--- config.mk ---
export PLATFORM = sky130hd
export DESIGN_NAME = framebuffer_writer
export DESIGN_NICKNAME = d
export VERILOG_FILES = /design/src/rtl/framebuffer_writer.sv
export SDC_FILE = /design/constraint.sdc
export NUM_CORES = 1
export LEC_CHECK = 0
export CORE_ASPECT_RATIO = 1.75
export CORE_MARGIN = 2
export CORE_UTILIZATION = 55
export DETAILED_ROUTE_END_ITERATION = 6
export HOLD_SLACK_MARGIN = 0.05
export MAX_ROUTING_LAYER = met4
export PLACE_DENSITY = 0.77
export SYNTH_ARGS = -nofsm -noshare
export SYNTH_HDL_FRONTEND = slang
export SYNTH_SLANG_ARGS = --single-unit
--- constraint.sdc ---
create_clock -name clk -period 5.25 [get_ports clk]
set_input_delay 1.05 -clock clk [delete_from_list [all_inputs] [get_ports clk]]
set_output_delay 1.05 -clock clk [all_outputs]
set_load 0.02 [all_outputs]
--- src/rtl/framebuffer_writer.sv ---
// rtl/framebuffer_writer.sv - pixel stream to double-buffered frame buffer writer
//
// Purpose: takes (x, y, colour) pixels, buffers them in a small FIFO, converts
// the coordinate into a linear address in the back bank and writes it to the
// frame-buffer RAM. After a full frame of completed writes the banks swap.
//
// Ports:
//   clk, rst                 clock, synchronous active-low reset
//   frame_start              pulse: begin or restart a frame
//   pixel_valid/x/y/value    incoming pixel; pixel_ready accepts it
//   fb_stall                 RAM write port busy
//   fb_we/fb_addr/fb_data    RAM write port
//   front_bank               bank currently shown by scan-out
//   frame_done               pulse after the last write of a frame
//   busy                     not idle
//   overflow, coord_error    sticky status, cleared by reset or frame_start
module framebuffer_writer #(
  parameter int SCREEN_WIDTH  = 320,
  parameter int SCREEN_HEIGHT = 180,
  parameter int X_WIDTH       = 9,
  parameter int Y_WIDTH       = 8,
  parameter int IDX_WIDTH     = 16,
  parameter int FIFO_DEPTH    = 4
) (
  input  logic                 clk,
  input  logic                 rst,
  input  logic                 frame_start,
  input  logic                 pixel_valid,
  input  logic [X_WIDTH-1:0]   pixel_x,
  input  logic [Y_WIDTH-1:0]   pixel_y,
  input  logic [15:0]          pixel_value,
  output logic                 pixel_ready,
  input  logic                 fb_stall,
  output logic                 fb_we,
  output logic [IDX_WIDTH:0]   fb_addr,
  output logic [15:0]          fb_data,
  output logic                 front_bank,
  output logic                 frame_done,
  output logic                 busy,
  output logic                 overflow,
  output logic                 coord_error
);

  localparam int PTR_W = $clog2(FIFO_DEPTH);
  localparam logic [IDX_WIDTH:0] TOTAL     = (IDX_WIDTH+1)'(SCREEN_WIDTH * SCREEN_HEIGHT);
  localparam logic [X_WIDTH:0]   X_LIM     = (X_WIDTH+1)'(SCREEN_WIDTH);
  localparam logic [Y_WIDTH:0]   Y_LIM     = (Y_WIDTH+1)'(SCREEN_HEIGHT);
  localparam logic [PTR_W:0]     FIFO_FULL = (PTR_W+1)'(FIFO_DEPTH);

  typedef enum logic [1:0] {S_IDLE, S_ACTIVE, S_DRAIN} state_t;

  state_t               r_state;
  logic [X_WIDTH-1:0]   r_mem_x [FIFO_DEPTH];
  logic [Y_WIDTH-1:0]   r_mem_y [FIFO_DEPTH];
  logic [15:0]          r_mem_v [FIFO_DEPTH];
  logic [PTR_W-1:0]     r_wr_ptr;
  logic [PTR_W-1:0]     r_rd_ptr;
  logic [PTR_W:0]       r_fifo_cnt;
  logic [IDX_WIDTH:0]   r_count;

  logic                 w_full;
  logic                 w_empty;
  logic                 w_oob;
  logic                 w_push;
  logic                 w_complete;
  logic [IDX_WIDTH:0]   w_count_next;
  logic                 w_last;
  logic                 w_pop;
  logic [IDX_WIDTH-1:0] w_idx;

  assign w_full       = (r_fifo_cnt == FIFO_FULL);
  assign w_empty      = (r_fifo_cnt == '0);
  assign pixel_ready  = (r_state == S_ACTIVE) && !w_full;
  assign busy         = (r_state != S_IDLE);
  assign w_oob        = ({1'b0, pixel_x} >= X_LIM) || ({1'b0, pixel_y} >= Y_LIM);
  // Out-of-range pixels are handshaken but never enter the FIFO.
  assign w_push       = pixel_valid && pixel_ready && !w_oob;
  assign w_complete   = fb_we && !fb_stall;
  assign w_count_next = r_count + (IDX_WIDTH+1)'(1);
  assign w_last       = w_complete && (w_count_next == TOTAL);
  // No refill on the frame's final write: the output register must be empty
  // by the time the banks swap.
  assign w_pop        = (r_state == S_ACTIVE) && !frame_start && !w_empty &&
                        (!fb_we || w_complete) && !w_last;
  assign w_idx        = IDX_WIDTH'(r_mem_y[r_rd_ptr]) * IDX_WIDTH'(SCREEN_WIDTH) +
                        IDX_WIDTH'(r_mem_x[r_rd_ptr]);

  always_ff @(posedge clk) begin
    if (w_push) begin
      r_mem_x[r_wr_ptr] <= pixel_x;
      r_mem_y[r_wr_ptr] <= pixel_y;
      r_mem_v[r_wr_ptr] <= pixel_value;
    end
  end

  always_ff @(posedge clk) begin
    if (!rst) begin
      r_state     <= S_IDLE;
      r_wr_ptr    <= '0;
      r_rd_ptr    <= '0;
      r_fifo_cnt  <= '0;
      r_count     <= '0;
      fb_we       <= 1'b0;
      fb_addr     <= '0;
      fb_data     <= '0;
      front_bank  <= 1'b0;
      frame_done  <= 1'b0;
      overflow    <= 1'b0;
      coord_error <= 1'b0;
    end else if (frame_start) begin
      // Start or abort: everything in flight is flushed, banks untouched.
      r_state     <= S_ACTIVE;
      r_wr_ptr    <= '0;
      r_rd_ptr    <= '0;
      r_fifo_cnt  <= '0;
      r_count     <= '0;
      fb_we       <= 1'b0;
      frame_done  <= 1'b0;
      overflow    <= 1'b0;
      coord_error <= 1'b0;
    end else begin
      frame_done <= 1'b0;
      if (pixel_valid && !pixel_ready) overflow <= 1'b1;
      if (pixel_valid && pixel_ready && w_oob) coord_error <= 1'b1;
      case (r_state)
        S_ACTIVE: begin
          if (w_push) r_wr_ptr <= r_wr_ptr + PTR_W'(1);
          if (w_pop)  r_rd_ptr <= r_rd_ptr + PTR_W'(1);
          if (w_push && !w_pop)      r_fifo_cnt <= r_fifo_cnt + (PTR_W+1)'(1);
          else if (!w_push && w_pop) r_fifo_cnt <= r_fifo_cnt - (PTR_W+1)'(1);
          if (w_pop) begin
            fb_we   <= 1'b1;
            fb_addr <= {~front_bank, w_idx};
            fb_data <= r_mem_v[r_rd_ptr];
          end else if (w_complete) begin
            fb_we <= 1'b0;
          end
          if (w_complete) r_count <= w_count_next;
          if (w_last) begin
            r_state    <= S_DRAIN;
            frame_done <= 1'b1;
            front_bank <= ~front_bank;
          end
        end
        S_DRAIN: begin
          if (!w_empty) overflow <= 1'b1;
          r_wr_ptr   <= '0;
          r_rd_ptr   <= '0;
          r_fifo_cnt <= '0;
          r_state    <= S_IDLE;
        end
        default: r_state <= S_IDLE;
      endcase
    end
  end

endmodule

==> qor.yml, run 1 <==
setup_path:
  criticalPathCategory: "in2reg"
  cp.required_ns: 5.58
  reg2reg_depth: 12
  r2r_start: "r_count[0]"
  worstPathArrival_ns: 4.46
  worstSetupEndpointType: "flip-flop"
  start_kind: "input pin"
  critical_path.max_fanout: 7
  cp-startpoint: "fb_stall"
layout:
  syn_to_final_growth_pct: 17.6
  drive_gt1_share_pct: 12.2
  layout.nets: 735
timing:
  tightest_slew_ns: 1.13
  setup_viol: 0
  period_needed_ns: 4.12
  hold_viol_final: 0
  layout_setup_ws_ns: 1.13
  relSlewSlack_pct: 24.7
  finalClockSkew_ns: 0.00999
  fin_tns_setup_ns: 0
  slew_viol_final: 0
  timing.final.crit_share_pct: 78.6
  rsz0062_at_grt: "no"
  fmax_mhz: 242
die:
  die-area_um2: 16100
  core_um2: 14800
  die_w_um: 96.8
  pin_count: 78
  rows: 59
  fp.dieH_um: 166
  initial_core_util_pct: 55.9
global_routing:
  grt_pass1_vias: 5294
  met3_usage_pct: 4.20
  antenna_found_initial: 2
  use_met2_pct: 38.5
  grt_max_degree: 36
  gr-usage-met1_pct: 23.0
  busiest_layer: "met2"
  grt_pass1_wl_mm: 26.4
  grt_overflow: 0
  grt_util_all_layers_pct: 21.6
synth:
  synth_most_common_cell: "edfxtp_1"
  yosys_warnings: 0
  avgSynthCellArea_um2: 13.8
  ys_seq_area_share_pct: 63.7
  ys.flop_type: "edfxtp_1"
  synth-edff-count: 132
  synth.cell_area_um2: 8300
  synth_cells: 600
  yosys_register_bits: 198
  synth.distinct_cells: 51
  synth_fp_nets: 665
  synthArstFlopShare_pct: 0
  ys_top_cells_by_count: "132 x edfxtp_1, 66 x dfxtp_1, 64 x nand2_1"
  yosysTopAreaCellShare_pct: 47.8
  synth.area.top_cells: "edfxtp_1 48%, dfxtp_1 16%, mux4_2 9.0%"
  yosys.area.top_type: "edfxtp_1"
clock_tree:
  htreeDepth: 4
  clk_pin_slew_ns: 0.07
  cts_buffers: 17
  clock_sinks: 198
  insertion_delay_ns: 0.42
  cts_tree: "done"
  root_buffer: "clkbuf_16"
  clock_path_buffers: 2
  post_cts_resize_count: 0
  postCtsSetupBuffers: 0
  cts_hold_buf: 0
detailed_routing:
  postRouteAntennaNets: 0
  avgRoutedWirePerCell_um: 18.6
  route.detailed.drc: 0
  via_count: 4932
  drt_first_pass_iters: 4
  drt_iter0_markers: 223
  drt_wl_total_mm: 16.1
  vias_per_cell: 5.68
pwr:
  p_sw_share_pct: 21.9
  p_leak_nw: 3.21
  power_density_nw_per_um2: 312
  switching_power_uw: 668
  ir_drop_v: 0.000226
  clkPwrFrac_pct: 40.3
  comb_power_share_pct: 4.6
  p_int_mw: 2.38
  seqPwrFrac_pct: 55.1
placement:
  io_buffers: 77
  dpl_worst_slack_ns: 0.765
  gp_congestion: 0.863
  hpwl_mm: 10.7
worst_hold_path:
  min-delay-start: "fb_data[8]"
  holdPathStages: 2
  hp-class: "reg2reg"
run:
  cap_violations: 0
run_status:
  status: "completed"
-- power by group through the flow --
stage	clock network (mW)	registers (mW)	logic, mW
6_report	1.23	1.68	0.140
2_1_floorplan	0	1.72	0.0681
3_5_place_dp	0	1.71	0.140
3_3_place_gp	0	1.71	0.134
4_1_cts	1.25	1.68	0.141
5_1_grt	1.31	1.68	0.153
-- critical path, cell delays in order --
cell and delay [ns]:
clkdlybuf4s50_1 0.43, nor2b_1 0.26, o2111ai_1 0.16, a211oi_1 0.28, or4b_1 0.47, or4_1 0.55, a21o_4 0.29, inv_1 0.08
fa_1 0.18, xnor2_1 0.11, or3b_2 0.47, a31oi_1 0.13
-- state kept, by name, summed over array words and instances (netlist names), named ones only --
name,count
r_wr_ptr,2
r_mem_x,36
coord_error,1
r_state,2
fb_we,1
r_rd_ptr,2
r_mem_v,64
r_count,17
front_bank,1
frame_done,1
r_fifo_cnt,3
fb_data,16
overflow,1
fb_addr,17
r_mem_y,32
-- area by class of cell --
type | instances | area [um2]
Sequential cell | 198 | 5290
Fill cell | 1051 | 5080
Multi-Input combinational cell | 349 | 2790
Timing Repair Buffer | 82 | 808
Clock buffer | 20 | 447
Tap cell | 183 | 229
Clock inverter | 12 | 111
Inverter | 22 | 82.6
Antenna cell | 2 | 5.00
-- cells by family (layout without fill, tap and decap cells) --
family,Yosys count,in the layout,synth area share (%)
mux,35,35,9.20
flops,198,198,63.7
other cells,0,2,0
compound gates,81,81,6.00
buf+inv,53,136,2.70
simple gates,170,170,10.2
fa+ha+maj,27,27,4.34
xor+xnor,36,36,3.80
-- cell usage in the layout (no fill, tap or decap), drive strengths merged, types with 7 or more instances in the layout --
| cell | synthesis | layout |
|---|---|---|
| inv | 21 | 30 |
| a21oi | 43 | 43 |
| edfxtp | 132 | 132 |
| nand2 | 64 | 64 |
| xor2 | 12 | 12 |
| nand4 | 7 | 7 |
| dfxtp | 66 | 66 |
| and2 | 7 | 7 |
| nand3 | 12 | 12 |
| clkdlybuf4s50 | 0 | 77 |
| nor2 | 42 | 42 |
| mux4 | 33 | 33 |
| nor3 | 10 | 10 |
| xnor2 | 24 | 24 |
| o21ai | 8 | 8 |
| clkbuf | 14 | 20 |
| a211oi | 8 | 8 |
| a31oi | 10 | 10 |
| ha | 24 | 24 |
-- per-layer routing --
layer	share of wire [%]	up-vias	wire [um]
li1	-	2340	-
met1	37	2459	5930
met2	57	109	9160
met3	3.2	24	511
met4	3.2	0	512
met5	0	-	0
-- worst paths after layout --
check	end	slack, ns
setup reg to reg	r_fifo_cnt[2]	1.37
hold / removal	fb_data[8]	0.46
hold reg to reg	fb_data[8]	0.46
setup / recovery	r_fifo_cnt[2]	1.13
-- through the flow --
step / instances / area, um2 / power (mW) / hold slack, ns / utilization (%)
4_1_cts: 866 / 9750 / 3.07 / 0.458 / 65.7
3_5_place_dp: 834 / 9200 / 1.85 / 0.448 / 62.0
6_report: 868 / 9760 / 3.05 / 0.456 / 65.8
2_1_floorplan: 600 / 8300 / 1.78 / 0.477 / -
3_3_place_gp: 834 / 9200 / 1.85 / 0.446 / 62.0
5_1_grt: 868 / 9760 / 3.14 / 0.473 / 65.8
Note: power is estimated with default switching activity, not from simulation.
==> run 2: changes to the inputs <==
==> constraint.sdc (replaced) <==
create_clock -name clk -period 4 [get_ports clk]
set_input_delay 0.8 -clock clk [delete_from_list [all_inputs] [get_ports clk]]
set_output_delay 0.8 -clock clk [all_outputs]
set_load 0.02 [all_outputs]
==> qor.yml, run 2 (same netlist as run 1, synthesis figures left out) <==
timing:
  timing.final.crit_share_pct: 94.8
  fin_tns_setup_ns: 0
  finalClockSkew_ns: 0.0140
  relSlewSlack_pct: 24.3
  setup_viol: 0
  rsz0062_at_grt: "no"
  tightest_slew_ns: 1.13
  fmax_mhz: 264
  slew_viol_final: 0
  whs_ns: 0.460
  hold_viol_final: 0
  period_needed_ns: 3.79
layout:
  largest-register: "r_mem_v"
  largest_register_ffs: 64
  layout.nets: 744
  reg_top3: "r_mem_v: 64 flops, r_mem_x: 36 flops, r_mem_y: 32 flops"
  syn_to_final_growth_pct: 19.8
  final_common_cell: "edfxtp_1"
  fin_cells: 876
  drive_gt1_share_pct: 13.4
  layout_common_cells: "132 x edfxtp_1, 77 x clkdlybuf4s50_1, 66 x dfxtp_1"
clock_tree:
  clock_sinks: 198
  htreeDepth: 4
  root_buffer: "clkbuf_16"
  post_cts_resize_count: 0
  clock_path_buffers: 2
  insertion_delay_ns: 0.43
  clk_pin_slew_ns: 0.07
  cts_hold_buf: 0
  cts_tree: "done"
  cts_buffers: 17
  postCtsSetupBuffers: 0
setup_path:
  cp-startpoint: "r_count[0]"
  critical_path_buf_inv_count: 1
  reg2reg_depth: 12
  timing.rr.end: "r_fifo_cnt[2]"
  reg2reg_slack_ns: 0.21
  start_kind: "flip-flop"
  r2r_start: "r_count[0]"
  cp.required_ns: 4.34
  crit_chain: "ha_1 > and3_1 > nand3_1 > a211oi_1 > or4b_1 > or4_1 > a21o_4 > inv_1 > fa_1 > xnor2_1 > or3b_2 > a31oi_1"
  max_stage_delay_ns: 0.49
  critical_path.max_fanout: 6
  crit_end: "r_fifo_cnt[2]"
  cp.depth: 12
  crit_slowest_cell: "or3b_2"
  cpLargestDelayFamily: "simple AND/OR/NAND/NOR gates"
  criticalPathCategory: "reg2reg"
  worstPathArrival_ns: 4.13
  worstSetupEndpointType: "flip-flop"
placement:
  gp_congestion: 0.860
  hpwl_mm: 11.4
  dpl.cell_count: 843
  io_buffers: 77
worst_hold_path:
  hp-class: "reg2reg"
  min-delay-start: "fb_addr[10]"
pwr:
  ir_drop_v: 0.000316
  power_density_nw_per_um2: 423
  p_leak_nw: 3.30
  fin_total_pwr_mw: 4.20
global_routing:
  grt_util_all_layers_pct: 22.5
  grt_overflow: 0
  grt_max_degree: 36
  grt_pass1_vias: 5540
  grt_pass1_wl_mm: 27.7
  antenna_found_initial: 1
die:
  fp.dieH_um: 166
  die-area_um2: 16100
  core_um2: 14800
  pin_count: 78
  rows: 59
  die_w_um: 96.8
  initial_core_util_pct: 55.9
detailed_routing:
  avgRoutedWirePerCell_um: 19.8
  drt_first_pass_iters: 4
  vias_per_cell: 5.90
  route.detailed.drc: 0
  drt_iter0_markers: 256
  postRouteAntennaNets: 0
  via_count: 5165
  drt_wl_total_mm: 17.4
run:
  cap_violations: 0
run_status:
  status: "completed"
[run 2: cell types whose count changed in the layout (fill, tap and decap cells not counted), moves of 2 or more]
cell,change
clkinv_8,+2
inv_8,-2
buf_4,+6
bufinv_16,+3
inv_4,-2
buf_12,+3
inv_6,+2
[run 2: cell type report]
cell class / instances / area (um2)
diodes: 1 / 2.50
clock buffers: 18 / 429
clock inverters: 14 / 205
fillers: 1023 / 4900
inverters: 22 / 82.6
multi-input cells: 349 / 2790
flip-flops and latches: 198 / 5290
well taps: 183 / 229
repair buffers: 91 / 913
[run 2: worst min-delay path by stage]
stage                    endpoint  slack (ns)  cells past startpoint
floorplan           r_fifo_cnt[1]        0.48                      2
global placement       fb_addr[9]        0.44                      2
detailed placement     fb_data[8]        0.45                      2
CTS                    fb_data[8]        0.46                      2
global route           fb_data[8]        0.48                      2
finish                fb_addr[10]        0.46                      2
[run 2: worst min-delay path, delay by kind of cell (launching register included)]
kind            cells  cell delay (ns)
simple gates        1             0.05
compound gates      1             0.05
flops               1             0.31
[run 2: metrics by stage]
step | worst slack [ns] | cell area (um2) | util (%)
finish | 0.210 | 9940 | 67.0
global route | 0.0279 | 9940 | 67.0
CTS | 0.279 | 9940 | 67.0
detailed placement | -0.0361 | 9300 | 62.7
global placement | 0.0740 | 9300 | 62.7
floorplan | 0.113 | 8300 | -
[run 2: per-layer routing]
metal / track usage (%) / routed length [um] / vias to the layer above
met5: - / 0 / -
met4: 9.98 / 501 / 0
li1: - / - / 2366
met2: 41.4 / 9860 / 166
met3: 3.61 / 705 / 43
met1: 23.4 / 6310 / 2590
[run 2: report_power, final]
part	total [mW]	switching [mW]	internal, mW
Combinational	0.189	0.101	0.0884
Clock	1.81	0.798	1.02
Sequential	2.20	0.00772	2.19
Total	4.20	0.907	3.30
